## src/rtl/spi_pkg.sv

```systemverilog
// Shared definitions for the SPI command/register controller.
// Contents: controller state enum, command read-flag bit position and the
// byte presented on MISO while no frame is active.
package spi_pkg;

  typedef enum logic [2:0] {
    IDLE     = 3'd0,
    CMD      = 3'd1,
    WRITE    = 3'd2,
    RD_ISSUE = 3'd3,
    RD_WAIT  = 3'd4,
    READ     = 3'd5
  } spi_cmd_state_e;

  localparam int          SPI_CMD_RD_BIT = 7;
  localparam logic [7:0]  SPI_IDLE_TX    = 8'h00;

endpackage

```

## src/rtl/spi_cmd_ctrl_if.sv

```systemverilog
// Bundle of the frame/byte handshake from the SPI slave front end, the
// MISO byte returned to it, the register bus and the status outputs.
//   slave  modport : the controller (consumes frame/byte events, drives bus)
//   master modport : the environment (SPI front end + register file)
interface spi_cmd_ctrl_if #(
  parameter int ADDR_W = 7
);
  logic              frame_start;
  logic              frame_end;
  logic              rx_valid;
  logic [7:0]        rx_byte;
  logic [7:0]        tx_byte;
  logic [ADDR_W-1:0] reg_addr;
  logic [7:0]        reg_wdata;
  logic              reg_we;
  logic              reg_re;
  logic [7:0]        reg_rdata;
  logic              busy;
  logic              ovr_err;
  logic [7:0]        frame_bytes;

  modport slave (
    input  frame_start, frame_end, rx_valid, rx_byte, reg_rdata,
    output tx_byte, reg_addr, reg_wdata, reg_we, reg_re, busy, ovr_err,
           frame_bytes
  );

  modport master (
    output frame_start, frame_end, rx_valid, rx_byte, reg_rdata,
    input  tx_byte, reg_addr, reg_wdata, reg_we, reg_re, busy, ovr_err,
           frame_bytes
  );
endinterface

```

## src/rtl/spi_cmd_ctrl.sv

```systemverilog
// SPI command/register controller.
// Parses each SSEL-delimited frame as a command byte followed by data bytes.
// Command bit 7 selects read (1) or write (0); the low ADDR_W bits give the
// start address, which auto-increments (wrapping) per data byte. Writes issue
// one reg_we per received data byte. Reads prefetch one register per byte so
// that the next MISO byte is ready: STATUS_BYTE first, then read data.
// Ports:
//   clk   : system clock, rising edge
//   rst_n : asynchronous active-low reset
//   bus   : spi_cmd_ctrl_if.slave (frame/byte events in, tx_byte out,
//           register bus, busy / ovr_err / frame_bytes status)
// ADDR_W of this module must match the ADDR_W of the connected interface.
module spi_cmd_ctrl
  import spi_pkg::*;
#(
  parameter int         ADDR_W      = 7,
  parameter logic [7:0] STATUS_BYTE = 8'h05
) (
  input  logic           clk,
  input  logic           rst_n,
  spi_cmd_ctrl_if.slave  bus
);

  spi_cmd_state_e    state;
  logic [ADDR_W-1:0] addr;

  function automatic logic [ADDR_W-1:0] addr_inc(input logic [ADDR_W-1:0] a);
    return a + ADDR_W'(1);
  endfunction

  function automatic logic [7:0] sat_inc(input logic [7:0] n);
    return (n == 8'hFF) ? n : n + 8'd1;
  endfunction

  always_ff @(posedge clk or negedge rst_n) begin
    if (!rst_n) begin
      state           <= IDLE;
      addr            <= '0;
      bus.tx_byte     <= SPI_IDLE_TX;
      bus.reg_addr    <= '0;
      bus.reg_wdata   <= '0;
      bus.reg_we      <= 1'b0;
      bus.reg_re      <= 1'b0;
      bus.busy        <= 1'b0;
      bus.ovr_err     <= 1'b0;
      bus.frame_bytes <= '0;
    end else begin
      // Strobes are single-cycle unless re-asserted below.
      bus.reg_we <= 1'b0;
      bus.reg_re <= 1'b0;

      // Byte count; a frame_start in the same cycle overrides it below.
      if (bus.rx_valid && state != IDLE)
        bus.frame_bytes <= sat_inc(bus.frame_bytes);

      if (bus.frame_end) begin
        // A byte arriving with frame_end is still honoured if it is write
        // data; a read it would have triggered is dropped with the frame.
        if (bus.rx_valid && state == WRITE) begin
          bus.reg_we    <= 1'b1;
          bus.reg_wdata <= bus.rx_byte;
          bus.reg_addr  <= addr;
          addr          <= addr_inc(addr);
        end
        if (bus.rx_valid && (state == RD_ISSUE || state == RD_WAIT))
          bus.ovr_err <= 1'b1;
        state       <= IDLE;
        bus.busy    <= 1'b0;
        bus.tx_byte <= SPI_IDLE_TX;
      end else if (bus.frame_start) begin
        // Entering CMD from any state, including an abort mid-sequence.
        state           <= CMD;
        bus.busy        <= 1'b1;
        bus.tx_byte     <= STATUS_BYTE;
        bus.frame_bytes <= '0;
        bus.ovr_err     <= 1'b0;
      end else begin
        unique case (state)
          IDLE: ;

          CMD: begin
            if (bus.rx_valid) begin
              addr <= bus.rx_byte[ADDR_W-1:0];
              if (bus.rx_byte[SPI_CMD_RD_BIT]) begin
                // Fetch the first register straight from the command byte
                // so its data is ready as the byte after STATUS_BYTE.
                state        <= RD_ISSUE;
                bus.reg_re   <= 1'b1;
                bus.reg_addr <= bus.rx_byte[ADDR_W-1:0];
              end else begin
                state <= WRITE;
              end
            end
          end

          WRITE: begin
            if (bus.rx_valid) begin
              bus.reg_we    <= 1'b1;
              bus.reg_wdata <= bus.rx_byte;
              bus.reg_addr  <= addr;
              addr          <= addr_inc(addr);
            end
          end

          // reg_re is high during this state; rdata arrives next cycle.
          RD_ISSUE: begin
            if (bus.rx_valid)
              bus.ovr_err <= 1'b1;
            state <= RD_WAIT;
          end

          RD_WAIT: begin
            if (bus.rx_valid)
              bus.ovr_err <= 1'b1;
            bus.tx_byte <= bus.reg_rdata;
            addr        <= addr_inc(addr);
            state       <= READ;
          end

          // The master's byte is a dummy; it only paces the next prefetch.
          READ: begin
            if (bus.rx_valid) begin
              state        <= RD_ISSUE;
              bus.reg_re   <= 1'b1;
              bus.reg_addr <= addr;
            end
          end

          default: begin
            state    <= IDLE;
            bus.busy <= 1'b0;
          end
        endcase
      end
    end
  end

endmodule
```

## src/flat_wrapper.sv

```systemverilog
// flat-port wrapper written by rule: the top's interface ports become plain ports
module spi_cmd_ctrl_flat import spi_pkg::*;
#(
  parameter int         ADDR_W      = 7,
  parameter logic [7:0] STATUS_BYTE = 8'h05
)
  (clk, rst_n, bus_frame_start, bus_frame_end, bus_rx_valid, bus_rx_byte, bus_reg_rdata, bus_tx_byte, bus_reg_addr, bus_reg_wdata, bus_reg_we, bus_reg_re, bus_busy, bus_ovr_err, bus_frame_bytes);
  spi_cmd_ctrl_if #(.ADDR_W(ADDR_W)) bus_i ();
  input  logic clk;
  input  logic rst_n;
  input wire logic [$bits(bus_i.frame_start)-1:0] bus_frame_start;
  input wire logic [$bits(bus_i.frame_end)-1:0] bus_frame_end;
  input wire logic [$bits(bus_i.rx_valid)-1:0] bus_rx_valid;
  input wire logic [$bits(bus_i.rx_byte)-1:0] bus_rx_byte;
  input wire logic [$bits(bus_i.reg_rdata)-1:0] bus_reg_rdata;
  output wire logic [$bits(bus_i.tx_byte)-1:0] bus_tx_byte;
  output wire logic [$bits(bus_i.reg_addr)-1:0] bus_reg_addr;
  output wire logic [$bits(bus_i.reg_wdata)-1:0] bus_reg_wdata;
  output wire logic [$bits(bus_i.reg_we)-1:0] bus_reg_we;
  output wire logic [$bits(bus_i.reg_re)-1:0] bus_reg_re;
  output wire logic [$bits(bus_i.busy)-1:0] bus_busy;
  output wire logic [$bits(bus_i.ovr_err)-1:0] bus_ovr_err;
  output wire logic [$bits(bus_i.frame_bytes)-1:0] bus_frame_bytes;
  assign bus_i.frame_start = bus_frame_start;
  assign bus_i.frame_end = bus_frame_end;
  assign bus_i.rx_valid = bus_rx_valid;
  assign bus_i.rx_byte = bus_rx_byte;
  assign bus_i.reg_rdata = bus_reg_rdata;
  assign bus_tx_byte = bus_i.tx_byte;
  assign bus_reg_addr = bus_i.reg_addr;
  assign bus_reg_wdata = bus_i.reg_wdata;
  assign bus_reg_we = bus_i.reg_we;
  assign bus_reg_re = bus_i.reg_re;
  assign bus_busy = bus_i.busy;
  assign bus_ovr_err = bus_i.ovr_err;
  assign bus_frame_bytes = bus_i.frame_bytes;
  spi_cmd_ctrl #(.ADDR_W(ADDR_W), .STATUS_BYTE(STATUS_BYTE)) u_core (.clk(clk), .rst_n(rst_n), .bus(bus_i));
endmodule
```

## config.mk

```make
export PLATFORM = sky130hd
export DESIGN_NAME = spi_cmd_ctrl_flat
export DESIGN_NICKNAME = d
export VERILOG_FILES = /design/src/rtl/spi_pkg.sv /design/src/rtl/spi_cmd_ctrl_if.sv /design/src/rtl/spi_cmd_ctrl.sv /design/src/flat_wrapper.sv
export SDC_FILE = /design/constraint.sdc
export NUM_CORES = 1
export LEC_CHECK = 0
export CORE_MARGIN = 1
export CORE_UTILIZATION = 49
export CTS_CLUSTER_SIZE = 40
export DETAILED_ROUTE_END_ITERATION = 10
export PLACE_DENSITY_LB_ADDON = 0.3
export SYNTH_ARGS = -nofsm -noshare
export SYNTH_HDL_FRONTEND = slang
export SYNTH_SLANG_ARGS = --single-unit
```

## constraint.sdc

```tcl
create_clock -name clk -period 2.17 [get_ports clk]
set_clock_uncertainty 0.05 [all_clocks]
set_input_delay 0.217 -clock clk [delete_from_list [all_inputs] [get_ports clk]]
set_output_delay 0.217 -clock clk [all_outputs]
set_load 0.03 [all_outputs]
```

==> results summary <==
The cell count after synthesis came out at 218. The post-synth net total came out at ~240. After clock tree synthesis, the clock-pin slew on the worst setup and hold paths is 80 ps. The terminating pin of the worst hold path is u_core.bus.reg_wdata[3]. TritonCTS built the clock tree. The number of clock buffers added by TritonCTS is 5.

STA classifies the critical path startpoint as a register. The normalized max-slew margin is 0.4949. The sum of overflow across all layers after global routing came out at 0. The worst setup path is captured at a register.

The area of the die came out at 0.005006 sq mm. The minimum clock period is 1967 ps. The area growth from synthesis to layout is 33.87%. The peak clock frequency supported by timing is 508.3 MHz. The die extent in x came out at 70.75 um. Data arrives at the worst endpoint at 2100 ps. The startpoint identified for the worst register-to-register timing path is u_core.state[1]. On the critical path, the stage with the largest delay is an instance of sky130_fd_sc_hd__dfrtp_1. After floorplanning, the core was sized to cover 0.004444 sq mm. The final reports fail on DRC. The delay of the slowest critical-path stage came out at between 500 and 600 ps. The initialized floorplan defines 24 standard-cell rows. The post-detailed-placement half-perimeter wirelength is 3596 um. The most frequent standard cell in the layout excluding fill and tap cells is sky130_fd_sc_hd__clkdlybuf4s50_1. The leakage power came out at roughly 1.4 nW. The placement-stage cell area came out at 0.002989 sq mm. The count of input and output buffers came out at 55. The first routing iteration left 152 violations. The worst endpoint required time is 2310 ps. In this run the critical register-to-register path is captured at u_core.bus.reg_addr[5].

The first global-routing pass estimated 8604 um of wire. The overall routed net length is 4939 um. The hold violation count in the final report was 0. Each instance of the synthesized netlist takes up on average ~11 sq um. The routed layout has 1891 vias. The insertion delay of the later-clocked pin in the worst-skew pair is 300 ps. The sum of negative setup slack is 0 ps. The post-route non-filler standard cell count is 340. The number of antenna violations at the first check in global routing came to 0. The buffer depth of the longest clock path came out at 2. The max-cap check violation count is 0. In this design, the largest share of critical-path delay is due to multiplexers. The ratio of total power to cell area came out at approximately 800 mW/mm^2. After routing the design area is 0.003100 sq mm.

The remaining number of nets flagged by the antenna check after routing came out at 0. The number of detailed-routing iterations run before antenna repair is 7. After synthesis, the share of flip-flops with an asynchronous set or reset is 1.000.

Measured on the finished design, the core utilization comes to 0.6976. The number of vias per cell is 5.562. The repair_antennas step left the layout with diodes totalling 0.

The sequential-to-total area share from yosys stat came out at 0.4862. The maximum vdd ir drop is 0.5173 mV. In this run the clock root is driven by a sky130_fd_sc_hd__clkbuf_8.

In the finished design, the share of the clock period the worst path needs comes to 0.9066. Of the cells placed in the final design, the portion with a size suffix greater than 1 is 0.1493. The number of distinct library cells after synthesis is ~50. In the layout the commonest cells are sky130_fd_sc_hd__clkdlybuf4s50_1, sky130_fd_sc_hd__dfrtp_1, sky130_fd_sc_hd__nand2_1.

Of all nets on the critical path, the largest fanout is 11. The number of enable flip-flop cells after synthesis is 0. The maximum number of pins on one net before global-route repair is 36. The number of cells on the worst reg-to-reg path came out at 4. The effective utilization at floorplan came out at 0.5211.

The number of top-level design ports is 56. The number of instances on the worst hold path is 2. In this run, synthesis produced a sequential element count of 45.

Once the clock tree was built, the setup fixing pass inserted 0 buffers. Across all register-to-register paths, the minimum setup slack is 200 ps. The synthesized cell area came out at 0.002316 sq mm. The vertical die dimension is just over 70 um. The top flip-flop cell by instance count after synthesis is sky130_fd_sc_hd__dfrtp_1. For this run, the total global-route usage over all layers was measured as 0.2193.

After detailed routing, the number of remaining DRC violations is 10. The final RePlAce weighted congestion came out at 0.7593. The number of cells after detailed placement is 331. The sink count of the clock tree came out at 45. The worst-margin pin slew is around 760 ps. The via count of the first global-routing pass is between 1.5k and 2k. The count of warnings emitted by yosys came out at 0. The number of H-tree levels came out at 2. In the final routed layout, each cell accounts on average for 14.53 um. The flow ran to the end, but the final reports show violations. The path category of the worst min-delay check is register to register. The signal on the critical path passes through nor3b_4 > a211oi_4 > mux2_1 > mux2_2.

The worst path buffer plus inverter count is 0. The worst hold margin came out at 428.8 ps. The count of nets after finishing is slightly above 300. Once the clock tree was built, the resizer swapped 0 gates to a different size. By startpoint and endpoint, the worst setup path is classified as register to register. The worst hold path begins at u_core.bus.reg_wdata[3].

The final-report max-slew violation count was 0. Setup repair after global routing left no endpoint under its margin. Setup violations remaining at the end of the flow were counted as 0.
per-layer routing:
layer  share of wire  global-route usage
met5               0                   0
met4           0.012             0.07111
met1            0.47              0.3036
met2            0.46              0.3365
met3           0.057             0.06125
final cells by class:
class | instances | area (sq um)
fillers | 360 | 1344
flip-flops and latches | 45 | 1126
multi-input cells | 158 | 1114
repair buffers | 72 | 675.6
clock buffers | 7 | 96.34
well taps | 52 | 65.06
inverters | 5 | 18.77
clock inverters | 1 | 5.005
worst max path at each step:
stage	cells after the start	from	to
floorplan	5	u_core.state[2]	u_core.bus.reg_addr[0]
global placement	5	bus_frame_end	u_core.bus.reg_addr[4]
detailed placement	6	bus_frame_end	u_core.addr[0]
CTS	4	u_core.state[1]	u_core.bus.reg_addr[5]
global route	4	u_core.state[1]	u_core.bus.reg_addr[1]
finish	4	u_core.state[1]	u_core.bus.reg_addr[5]
registers in the layout (all words and copies together), names as in the netlist:
register	cells
u_core.bus.reg_re	1
u_core.bus.reg_addr	7
u_core.bus.frame_bytes	8
u_core.addr	7
u_core.bus.reg_wdata	8
u_core.bus.tx_byte	8
u_core.state	3
u_core.bus.reg_we	1
u_core.bus.ovr_err	1
u_core.bus.busy	1
logic make-up (layout without fill, tap and decap cells):
| logic type | count (synthesis) | count (layout) | share of synthesized area |
|---|---|---|---|
| DFF | 45 | 45 | 0.4862 |
| muxes | 30 | 30 | 0.1372 |
| and+or+nand+nor | 89 | 89 | 0.1956 |
| adders and majority gates | 2 | 2 | 0.01080 |
| AOI/OAI and AO/OA | 34 | 34 | 0.1237 |
| xor gates and xnor gates | 3 | 3 | 0.01135 |
| buffers and inverters | 15 | 85 | 0.03511 |
per-stage QoR:
| step | power, W | setup slack [ps] |
|---|---|---|
| 2_1_floorplan | 0.001577 | 345.2 |
| 3_3_place_gp | 0.001904 | 91.72 |
| 3_5_place_dp | 0.001927 | 60.36 |
| 4_1_cts | 0.002500 | 223.0 |
| 5_1_grt | 0.002611 | 120.1 |
| 6_report | 0.002486 | 202.7 |
Yosys cell counts, types with 3 or more instances:
| library cell | number | area [sq um] |
|---|---|---|
| sky130_fd_sc_hd__nor2_1 | 19 | 71.32 |
| sky130_fd_sc_hd__mux2_2 | 7 | 78.83 |
| sky130_fd_sc_hd__nand3_1 | 4 | 20.02 |
| sky130_fd_sc_hd__dfrtp_1 | 45 | 1126 |
| sky130_fd_sc_hd__a2bb2oi_1 | 3 | 26.28 |
| sky130_fd_sc_hd__a22oi_1 | 4 | 30.03 |
| sky130_fd_sc_hd__a21oi_1 | 5 | 25.02 |
| sky130_fd_sc_hd__mux2i_1 | 16 | 160.2 |
| sky130_fd_sc_hd__nand4_1 | 5 | 31.28 |
| sky130_fd_sc_hd__buf_4 | 3 | 22.52 |
| sky130_fd_sc_hd__o22ai_1 | 4 | 25.02 |
| sky130_fd_sc_hd__and3_1 | 3 | 18.77 |
| sky130_fd_sc_hd__inv_1 | 4 | 15.01 |
| sky130_fd_sc_hd__mux2_1 | 7 | 78.83 |
| sky130_fd_sc_hd__nand2_1 | 36 | 135.1 |
| sky130_fd_sc_hd__nor2b_1 | 5 | 31.28 |
| sky130_fd_sc_hd__buf_2 | 5 | 25.02 |
worst register-to-register path: cells and delay by family (launching register included):
kind               cells  cell delay [ps]
and+or+nand+nor        1              250
DFF                    1              510
AOI/OAI and AO/OA      1              410
muxes                  2              640
power breakdown:
part | total [W] | switching [W] | internal [W]
Sequential | 0.00113 | 0.000137 | 0.000989
Clock | 0.000572 | 0.000284 | 0.000288
Combinational | 0.000788 | 0.000414 | 0.000374
repair_timing:
action	4_1_cts	5_1_grt
setup endpoints to repair	0	0
hold buffers	1	0
endpoints found under the hold margin	33	0
No activity file was read; power rests on OpenSTA's default activity.
